### config.mk
export PLATFORM = sky130hd
export DESIGN_NAME = burst_mem_responder_flat
export DESIGN_NICKNAME = d
export VERILOG_FILES = /design/src/rtl/burst_mem_if.sv /design/src/rtl/burst_mem_responder.sv /design/src/flat_wrapper.sv
export SDC_FILE = /design/constraint.sdc
export NUM_CORES = 2
export LEC_CHECK = 0
export CORE_MARGIN = 8
export CORE_UTILIZATION = 45
export DETAILED_ROUTE_END_ITERATION = 8
export PLACE_DENSITY = 0.72
export SYNTH_ARGS = -nofsm -noshare
export SYNTH_HDL_FRONTEND = slang
export SYNTH_SLANG_ARGS = --single-unit
### constraint.sdc
create_clock -name clk -period 3.5 [get_ports clk]
set_input_delay 0.7 -clock clk [delete_from_list [all_inputs] [get_ports clk]]
set_output_delay 0.7 -clock clk [all_outputs]
set_load 0.01 [all_outputs]
### src/rtl/burst_mem_if.sv
// Burst address/strobe bus between the DES datapath and the byte memory responder.
// Latency: n/a (signal bundle only); reads return one cycle after the strobe.
// Backpressure: none; the responder accepts one beat every cycle.
//   master : address, write_en, read_en, wdata, clear_err out; responder status in
//   slave  : the mirror image, used by burst_mem_responder
interface burst_mem_if;
    logic [15:0] address;
    logic        write_en;
    logic        read_en;
    logic [7:0]  wdata;
    logic        clear_err;
    logic [7:0]  rdata;
    logic        rdata_valid;
    logic [63:0] block_out;
    logic        block_valid;
    logic        rd_done;
    logic        burst_busy;
    logic        burst_err;

    modport master (
        output address, write_en, read_en, wdata, clear_err,
        input  rdata, rdata_valid, block_out, block_valid, rd_done, burst_busy, burst_err
    );

    modport slave (
        input  address, write_en, read_en, wdata, clear_err,
        output rdata, rdata_valid, block_out, block_valid, rd_done, burst_busy, burst_err
    );
endinterface

### src/rtl/burst_mem_responder.sv
// Byte memory responder for 8-beat write/read bursts; assembles each write burst into a DES block.
// Latency: write visible next cycle, read data one cycle after strobe, block/rd_done one cycle after beat 8.
// Backpressure: none; protocol violations (gaps, wrong strobe, bad address) set sticky burst_err.
//   clk, n_rst : clock and asynchronous active-low reset
//   bus        : slave side of burst_mem_if (strobes/address/wdata in, rdata/block/status out)
module burst_mem_responder #(
    parameter int ADDR_BITS = 8,
    parameter int BURST_LEN = 8
) (
    input  logic       clk,
    input  logic       n_rst,
    burst_mem_if.slave bus
);
    typedef enum logic [1:0] {
        ST_IDLE = 2'd0,
        ST_WR   = 2'd1,
        ST_RD   = 2'd2
    } state_t;

    localparam int         DEPTH     = 1 << ADDR_BITS;
    localparam logic [2:0] LAST_BEAT = 3'(BURST_LEN - 1);

    logic [7:0] mem [DEPTH];

    state_t      state_q, state_d;
    logic [2:0]  beat_q, beat_d;
    logic [15:0] exp_addr_q, exp_addr_d;
    logic [63:0] shift_q, shift_d;
    logic [63:0] block_out_q, block_out_d;
    logic        block_valid_q, block_valid_d;
    logic        rd_done_q, rd_done_d;
    logic [7:0]  rdata_q, rdata_d;
    logic        rdata_valid_q, rdata_valid_d;
    logic        burst_err_q, burst_err_d;

    logic                 mem_we;
    logic                 err_set;
    logic                 collide;
    logic                 addr_ok;
    logic                 last_beat;
    logic [63:0]          shift_next;
    logic [ADDR_BITS-1:0] mem_idx;

    assign mem_idx    = bus.address[ADDR_BITS-1:0];
    assign collide    = bus.write_en & bus.read_en;
    assign addr_ok    = (bus.address == exp_addr_q);
    assign last_beat  = (beat_q == LAST_BEAT);
    assign shift_next = {shift_q[55:0], bus.wdata};

    always_comb begin
        state_d       = state_q;
        beat_d        = beat_q;
        exp_addr_d    = exp_addr_q;
        shift_d       = shift_q;
        block_out_d   = block_out_q;
        block_valid_d = 1'b0;
        rd_done_d     = 1'b0;
        rdata_d       = rdata_q;
        rdata_valid_d = 1'b0;
        mem_we        = 1'b0;
        err_set       = 1'b0;

        case (state_q)
            ST_IDLE: begin
                if (bus.write_en) begin
                    // A collision here still opens a write burst; the read is dropped.
                    mem_we     = 1'b1;
                    err_set    = collide;
                    shift_d    = {56'h0, bus.wdata};
                    beat_d     = 3'd1;
                    exp_addr_d = bus.address + 16'd1;
                    state_d    = ST_WR;
                end else if (bus.read_en) begin
                    rdata_d       = mem[mem_idx];
                    rdata_valid_d = 1'b1;
                    beat_d        = 3'd1;
                    exp_addr_d    = bus.address + 16'd1;
                    state_d       = ST_RD;
                end
            end

            ST_WR: begin
                if (bus.write_en) begin
                    // Misaddressed or colliding beats are still stored and counted.
                    mem_we     = 1'b1;
                    err_set    = collide | ~addr_ok;
                    shift_d    = shift_next;
                    exp_addr_d = exp_addr_q + 16'd1;
                    if (last_beat) begin
                        block_out_d   = shift_next;
                        block_valid_d = 1'b1;
                        beat_d        = 3'd0;
                        state_d       = ST_IDLE;
                    end else begin
                        beat_d = beat_q + 3'd1;
                    end
                end else begin
                    // Gap or read-only strobe: abandon the burst, keep bytes already written.
                    err_set = 1'b1;
                    beat_d  = 3'd0;
                    state_d = ST_IDLE;
                end
            end

            ST_RD: begin
                if (bus.read_en && !bus.write_en) begin
                    rdata_d       = mem[mem_idx];
                    rdata_valid_d = 1'b1;
                    err_set       = ~addr_ok;
                    exp_addr_d    = exp_addr_q + 16'd1;
                    if (last_beat) begin
                        rd_done_d = 1'b1;
                        beat_d    = 3'd0;
                        state_d   = ST_IDLE;
                    end else begin
                        beat_d = beat_q + 3'd1;
                    end
                end else begin
                    // Collision writes and aborts; gap or write-only strobe just aborts.
                    mem_we  = collide;
                    err_set = 1'b1;
                    beat_d  = 3'd0;
                    state_d = ST_IDLE;
                end
            end

            default: begin
                beat_d  = 3'd0;
                state_d = ST_IDLE;
            end
        endcase

        // A fresh error outranks a simultaneous clear.
        burst_err_d = (burst_err_q & ~bus.clear_err) | err_set;
    end

    always_ff @(posedge clk or negedge n_rst) begin
        if (!n_rst) begin
            state_q       <= ST_IDLE;
            beat_q        <= 3'd0;
            exp_addr_q    <= 16'h0;
            shift_q       <= 64'h0;
            block_out_q   <= 64'h0;
            block_valid_q <= 1'b0;
            rd_done_q     <= 1'b0;
            rdata_q       <= 8'h0;
            rdata_valid_q <= 1'b0;
            burst_err_q   <= 1'b0;
        end else begin
            state_q       <= state_d;
            beat_q        <= beat_d;
            exp_addr_q    <= exp_addr_d;
            shift_q       <= shift_d;
            block_out_q   <= block_out_d;
            block_valid_q <= block_valid_d;
            rd_done_q     <= rd_done_d;
            rdata_q       <= rdata_d;
            rdata_valid_q <= rdata_valid_d;
            burst_err_q   <= burst_err_d;
        end
    end

    // Storage is deliberately unreset.
    always_ff @(posedge clk) begin
        if (mem_we) begin
            mem[mem_idx] <= bus.wdata;
        end
    end

    assign bus.rdata       = rdata_q;
    assign bus.rdata_valid = rdata_valid_q;
    assign bus.block_out   = block_out_q;
    assign bus.block_valid = block_valid_q;
    assign bus.rd_done     = rd_done_q;
    assign bus.burst_busy  = (state_q != ST_IDLE);
    assign bus.burst_err   = burst_err_q;
endmodule

### src/flat_wrapper.sv
// flat-port wrapper written by rule: the top's interface ports become plain ports
module burst_mem_responder_flat 
#(
    parameter int ADDR_BITS = 8,
    parameter int BURST_LEN = 8
)
  (clk, n_rst, bus_address, bus_write_en, bus_read_en, bus_wdata, bus_clear_err, bus_rdata, bus_rdata_valid, bus_block_out, bus_block_valid, bus_rd_done, bus_burst_busy, bus_burst_err);
  burst_mem_if bus_i ();
  input  logic clk;
  input  logic n_rst;
  input wire logic [$bits(bus_i.address)-1:0] bus_address;
  input wire logic [$bits(bus_i.write_en)-1:0] bus_write_en;
  input wire logic [$bits(bus_i.read_en)-1:0] bus_read_en;
  input wire logic [$bits(bus_i.wdata)-1:0] bus_wdata;
  input wire logic [$bits(bus_i.clear_err)-1:0] bus_clear_err;
  output wire logic [$bits(bus_i.rdata)-1:0] bus_rdata;
  output wire logic [$bits(bus_i.rdata_valid)-1:0] bus_rdata_valid;
  output wire logic [$bits(bus_i.block_out)-1:0] bus_block_out;
  output wire logic [$bits(bus_i.block_valid)-1:0] bus_block_valid;
  output wire logic [$bits(bus_i.rd_done)-1:0] bus_rd_done;
  output wire logic [$bits(bus_i.burst_busy)-1:0] bus_burst_busy;
  output wire logic [$bits(bus_i.burst_err)-1:0] bus_burst_err;
  assign bus_i.address = bus_address;
  assign bus_i.write_en = bus_write_en;
  assign bus_i.read_en = bus_read_en;
  assign bus_i.wdata = bus_wdata;
  assign bus_i.clear_err = bus_clear_err;
  assign bus_rdata = bus_i.rdata;
  assign bus_rdata_valid = bus_i.rdata_valid;
  assign bus_block_out = bus_i.block_out;
  assign bus_block_valid = bus_i.block_valid;
  assign bus_rd_done = bus_i.rd_done;
  assign bus_burst_busy = bus_i.burst_busy;
  assign bus_burst_err = bus_i.burst_err;
  burst_mem_responder #(.ADDR_BITS(ADDR_BITS), .BURST_LEN(BURST_LEN)) u_core (.clk(clk), .n_rst(n_rst), .bus(bus_i));
endmodule
**Word-level counts from Yosys, hierarchy flattened**

Memory sizes are Yosys's and may differ from the RTL's.
Index checks and enable logic that the tools add are counted.

- Bits in registers: 153
- RAM bits: 2,048
- Input bits: 29
- Memories kept: 1

- Add/subtract/negate cells: 3
- Equality and inequality tests: 10
- Mux-type cells: 42
- Bitwise logic cells: 6
- Reduce and logical (&&, ||, !) cells: 12

Memory list:

| name | depth | bits a word | read ports | clocked after memory_dff | wr ports | line | text |
|---|---|---|---|---|---|---|---|
| u_core.mem | 256 | 8 | 1 | 0 | 1 | burst_mem_responder.sv:23 | `logic [7:0] mem [DEPTH];` |

Operators with widths:

| cell | count |
|---|---|
| two-way mux 56 bit | 2 |
| one-hot mux 56 bit (2 select lines) | 1 |
| two-way mux 16 bit | 4 |
| one-hot mux 16 bit (3 select lines) | 1 |
| adder 16 x 1 -> 16 bit, second input constant | 2 |
| two-way mux 8 bit | 3 |
| == test 16 bit | 1 |
| one-hot mux 8 bit (2 select lines) | 1 |
| two-way mux 1 bit | 15 |
| two-way mux 3 bit | 5 |
| two-way mux 2 bit | 5 |
| one-hot mux 3 bit (3 select lines) | 1 |
| != test 2 bit, second input constant | 4 |
| AND reduction 4 bit | 2 |
| one-hot mux 2 bit (3 select lines) | 1 |
| AND reduction 3 bit | 2 |
| nonzero test 2 bit | 3 |
| one-hot mux 1 bit (2 select lines) | 2 |
| adder 3 x 1 -> 3 bit, second input constant | 1 |
| == test 3 bit, second input constant | 1 |
| != test 3 bit, second input constant | 1 |
| one-hot mux 1 bit (3 select lines) | 1 |
| nonzero test 3 bit | 1 |
| bitwise AND 1 bit | 2 |
| 9 further kinds | 11 |

**Longest topological paths before layout**

- Depth after elaboration: 6
- Gate-level depth with buffers: 15
- Depth with buffers taken out: 12

**Worst setup path after synthesis**

Ideal clock, no wire load.

- Path kind: flip-flop to flip-flop
- Start point: register u_core.state_q[1]
- End point: register u_core.exp_addr_q[14]
- Library setup time: 0.137 ns
- Arrival time: 3.149 ns
- Required time: 3.363 ns
- Path slack: 0.214 ns
- Cell stages (with the launch flop): 16
- Buffers on the path: 3
- Cells stage by stage: dfrtp_1 -> inv_1 -> ha_1 -> clkbuf_1 -> clkbuf_1 -> clkbuf_1 -> nand2_1 -> o21ai_0 -> ha_1 -> inv_1 -> a221o_1 -> nor3b_2 -> nand3_1 -> xnor2_1 -> o22ai_1 -> a21oi_1

- Cells in the longest elaborated chain, start to end: 3
- Elaborated cells between the ends (all ways): 9
- Classes of those cells: eq/ne: 5; mux: 1; reduce/logical: 3

Ends and longest elaborated chain:

| what | line | text |
|---|---|---|
| start: declaration | burst_mem_responder.sv:25 | `state_t state_q, state_d;` |
| start signal: assignment | burst_mem_responder.sv:150 | `state_q <= state_d;` |
| == test 2 bit (tied with other cells) | burst_mem_responder.sv:63 | `case (state_q)` |
| != test 2 x 1 -> 1 bit (no line) (tied with other cells) | n/a |  |
| AND reduction 4 bit (no line) | n/a |  |
| end signal: assignment | burst_mem_responder.sv:152 | `exp_addr_q <= exp_addr_d;` |
| end: declaration | burst_mem_responder.sv:27 | `logic [15:0] exp_addr_q, exp_addr_d;` |

Parallel ways exist; a longest one is shown, timed or not.
A chain may end at the register's enable or synchronous reset.

**Worst setup path after layout**

- Start point: register u_core.state_q[0]
- End point: memory u_core.mem[34][2] (enable)

- Cells in the longest elaborated chain, start to end: 5
- Elaborated cells between the ends (all ways): 7
- Classes of those cells: eq/ne: 2; mux: 3; reduce/logical: 2

Ends and longest elaborated chain:

| what | line | text |
|---|---|---|
| == test 2 x 1 -> 1 bit / logical NOT 2 bit (equally long branches) | burst_mem_responder.sv:63 |  |
| OR reduction 2 bit (no line) | n/a |  |
| one-hot mux 1 bit (2 select lines) (*) | burst_mem_responder.sv:63 |  |
| two-way mux 1 bit (*) | burst_mem_responder.sv:165 | `if (mem_we) begin` |
| two-way mux 1 bit (implied by the code) (*) | burst_mem_responder.sv:166 | `mem[mem_idx] <= bus.wdata;` |
| end: declaration | burst_mem_responder.sv:23 |  |

Every way passes the cells marked *; elsewhere a longest branch is shown, timed or not.

==> out/qor.txt <==
Post-CTS Setup Bufs - 0
IO Pins - 106
grt total ovfl - 0
final total power - 0.05635 W
Mapped Area - 85820 sq um
vias in the first global route - 45732
Reg area - 65330 sq um
met2 usage - 33.23%
pre-CTS setup slack - -0.2503 ns
TritonCTS clock tree - yes
achievable clock frequency - 324.7 MHz
Mapped Cells - 4256
CTS root buffer - clkbuf_16
CP arrival - 3.63 ns
Clock Sinks - 2201
Routed WL - 219400 um
Slew Viols, Final - 0
max_slew headroom - 25.04%
Die Y - 452.7 um
worst min path class - input pin to register
count of cell types in the netlist - 63
final setup margin - 0.4205 ns
WP data required - 4.05 ns
CP Launch Type - register
pin count of the biggest net entering global routing - 137
worst reg2reg path depth - 11
WL/cell - 28.78 um
Area Growth Syn to Fin - 17.64%
syn_nets - 4292
cell row count - 160
Final Critical Period - 3.079 ns
vias per cell - 6.044
core area - 189800 sq um
crit share post-route - 87.99%
Worst Path Max Fanout - 16
run status - complete, no violations
DR DRC count - 0
max-capacitance violation count - 0
nets@finish - 4968
Post-synth EDFFs - 2048
H-tree levels - 4
most frequently used flop master after synthesis - edfxtp_1
gpl congestion - 0.9020
CTS buffer count - 205
CP top delay family - simple AND/OR/NAND/NOR gates
Post-Layout Inst Area - 101000 sq um
Skew-Pair Late Insertion Delay - 0.84 ns
most frequent cells in the layout - edfxtp_1 (2048), buf_4 (566), mux4_2 (454)
Tightest Pin Transition - 1.124 ns
I/O Buffers - 105
gr usage total - 20.95%
Initial Utilization - 45.22%
post-synthesis sequential area ratio - 76.12%
initial drt markers - 6247
Setup crit end kind - register
die area - 204900 sq um
CP max-delay cell - nand2_1
Pwr Density - 558.2 nW/um^2
Setup Skew - 0.02304 ns
Resize count post-CTS - 0
Ys Warns - 0
Final Setup Violations - 0
# hold bufs at CTS - 1
unrepaired setup endpoints after global routing - false
worst hold slack - 0.3019 ns
crit-path max cell delay - 0.44 ns
DP HPWL - 140800 um
clock-pin slew on the worst setup and hold paths - 0.06 ns
Hold Path Depth - 1
top cells by area, synth - edfxtp_1 (72%), mux4_2 (12%), dfrtp_1 (4.5%), mux2i_1 (1.9%), mux2_2 (1.3%)
final hold vios - 0
worst path cell trace - inv_1 -> ha_1 -> nand2_1 -> nand2_1 -> nand3b_1 -> buf_4 -> nor3_1 -> buf_4 -> nand2_1 -> nor2_1 -> buf_4
Critical path buffers and inverters - 4
Yosys top cell by area - edfxtp_1
layout cell share with drive strength beyond 1 - 29.66%
GRT met1 Usage - 28.67%
LEAKAGE - 33.68 nW
CP Depth - 11
met3 GRT Util - 4.644%
Antenna Nets Post-Route - 0
drt pass-1 iters - 5
most used routing layer in global routing - met2
Die X - 452.7 um
routed via count - 46075
CP Class - register to register
first-pass GRT wire length - 318400 um
Max IR drop VDD - 0.4858 mV
Synth top area share - 71.66%
syn_area_per_cell - 20.16 sq um
Area after DPL - 94120 sq um
fillers - 14293
Synth async-reset ratio - 6.951%
FF+latch count, synth - 2201
area taken by multi-input logic gates - 19260 sq um
CTS max path bufs - 3
most common library cell in the layout ignoring fill and taps - edfxtp_1
number of antenna violations at the first check in global routing - 5
cell type report:
| class | instances | share of cell area [%] |
|---|---|---|
| repair buffers | 723 | 6.303 |
| inverters | 11 | 0.04090 |
| clock buffers | 251 | 5.345 |
| multi-input cells | 1790 | 19.07 |
| diodes | 4 | 0.009914 |
| clock inverters | 132 | 1.409 |
| well taps | 2511 | 3.112 |
| flip-flops and latches | 2201 | 64.71 |
Yosys cell counts, types with 4 or more instances:
library cell,count
a2111oi_0,5
a211oi_1,48
a21o_1,4
a21oi_1,53
a22o_1,57
a22oi_1,72
a31oi_1,11
and2_1,7
and3_1,10
buf_1,28
buf_2,56
buf_4,44
buf_6,10
clkbuf_1,115
dfrtp_1,153
edfxtp_1,2048
ha_1,7
inv_1,9
mux2_2,102
mux2i_1,167
mux4_2,454
nand2_1,94
nand2b_1,12
nand3_1,59
nand3b_1,7
nand4_1,12
nor2_1,288
nor2b_1,37
nor3_1,30
nor4_1,12
o2111a_1,7
o211ai_1,4
o21ai_0,32
o221ai_1,13
o22a_1,13
o22ai_1,99
o32a_1,6
or3_1,5
or3b_2,4
xnor2_1,17
xor2_1,14
per-stage QoR:
stage	cells	util, %	TNS [ns]
3_5_place_dp	7235	49.59	-0.8196
4_1_cts	7619	53.19	0
2_1_floorplan	4256	-	0
5_1_grt	7620	53.19	0
6_report	7623	53.20	0
3_3_place_gp	7235	49.59	-0.6582
cells by family (layout without fill, tap and decap cells):
kind of cell               after synthesis  count (layout)  share of synthesized area, %
xor gates and xnor gates                31              31                        0.3164
muxes                                  723             723                         15.20
and+or+nand+nor                        588             588                         3.087
AOI/OAI and AO/OA                      441             441                         3.649
adders and majority gates                7               7                        0.1021
DFF                                   2201            2201                         76.12
buffers and inverters                  265            1117                         1.522
other                                    0               4                             0
per-layer routing:
| layer | vias up | wire [um] |
|---|---|---|
| met4 | 2 | 8262 |
| li1 | 18887 | - |
| met5 | - | 13 |
| met3 | 433 | 21880 |
| met2 | 2780 | 104000 |
| met1 | 23973 | 85180 |
state kept, by name, indices dropped and copies added (netlist names):
register,count
u_core.beat_q,3
u_core.bus.block_out,64
u_core.bus.block_valid,1
u_core.bus.burst_err,1
u_core.bus.rd_done,1
u_core.bus.rdata,8
u_core.bus.rdata_valid,1
u_core.exp_addr_q,16
u_core.mem,2048
u_core.shift_q,56
u_core.state_q,2
power breakdown:
group,total (W),switching [W],internal (W)
clock network,0.0226,0.00964,0.0129
registers,0.0294,0.000379,0.0291
logic,0.00436,0.00263,0.00173
path summary, 6_finish.rpt:
kind / end / startpoint / slack [ns]
min in group asynchronous: u_core.shift_q[49]$_DFFE_PN0P_ / n_rst / 0.48
hold / removal: u_core.mem[45][7]$_DFFE_PP_ / bus_wdata[7] / 0.30
hold reg to reg: u_core.shift_q[51]$_DFFE_PN0P_ / u_core.shift_q[51]$_DFFE_PN0P_ / 0.50
setup reg to reg: u_core.mem[34][2]$_DFFE_PP_ / u_core.state_q[0]$_DFFE_PN0P_ / 0.42
setup / recovery: u_core.mem[34][2]$_DFFE_PP_ / u_core.state_q[0]$_DFFE_PN0P_ / 0.42
max in group asynchronous: u_core.shift_q[9]$_DFFE_PN0P_ / n_rst / 2.18
(Power assumes the default switching activity.)
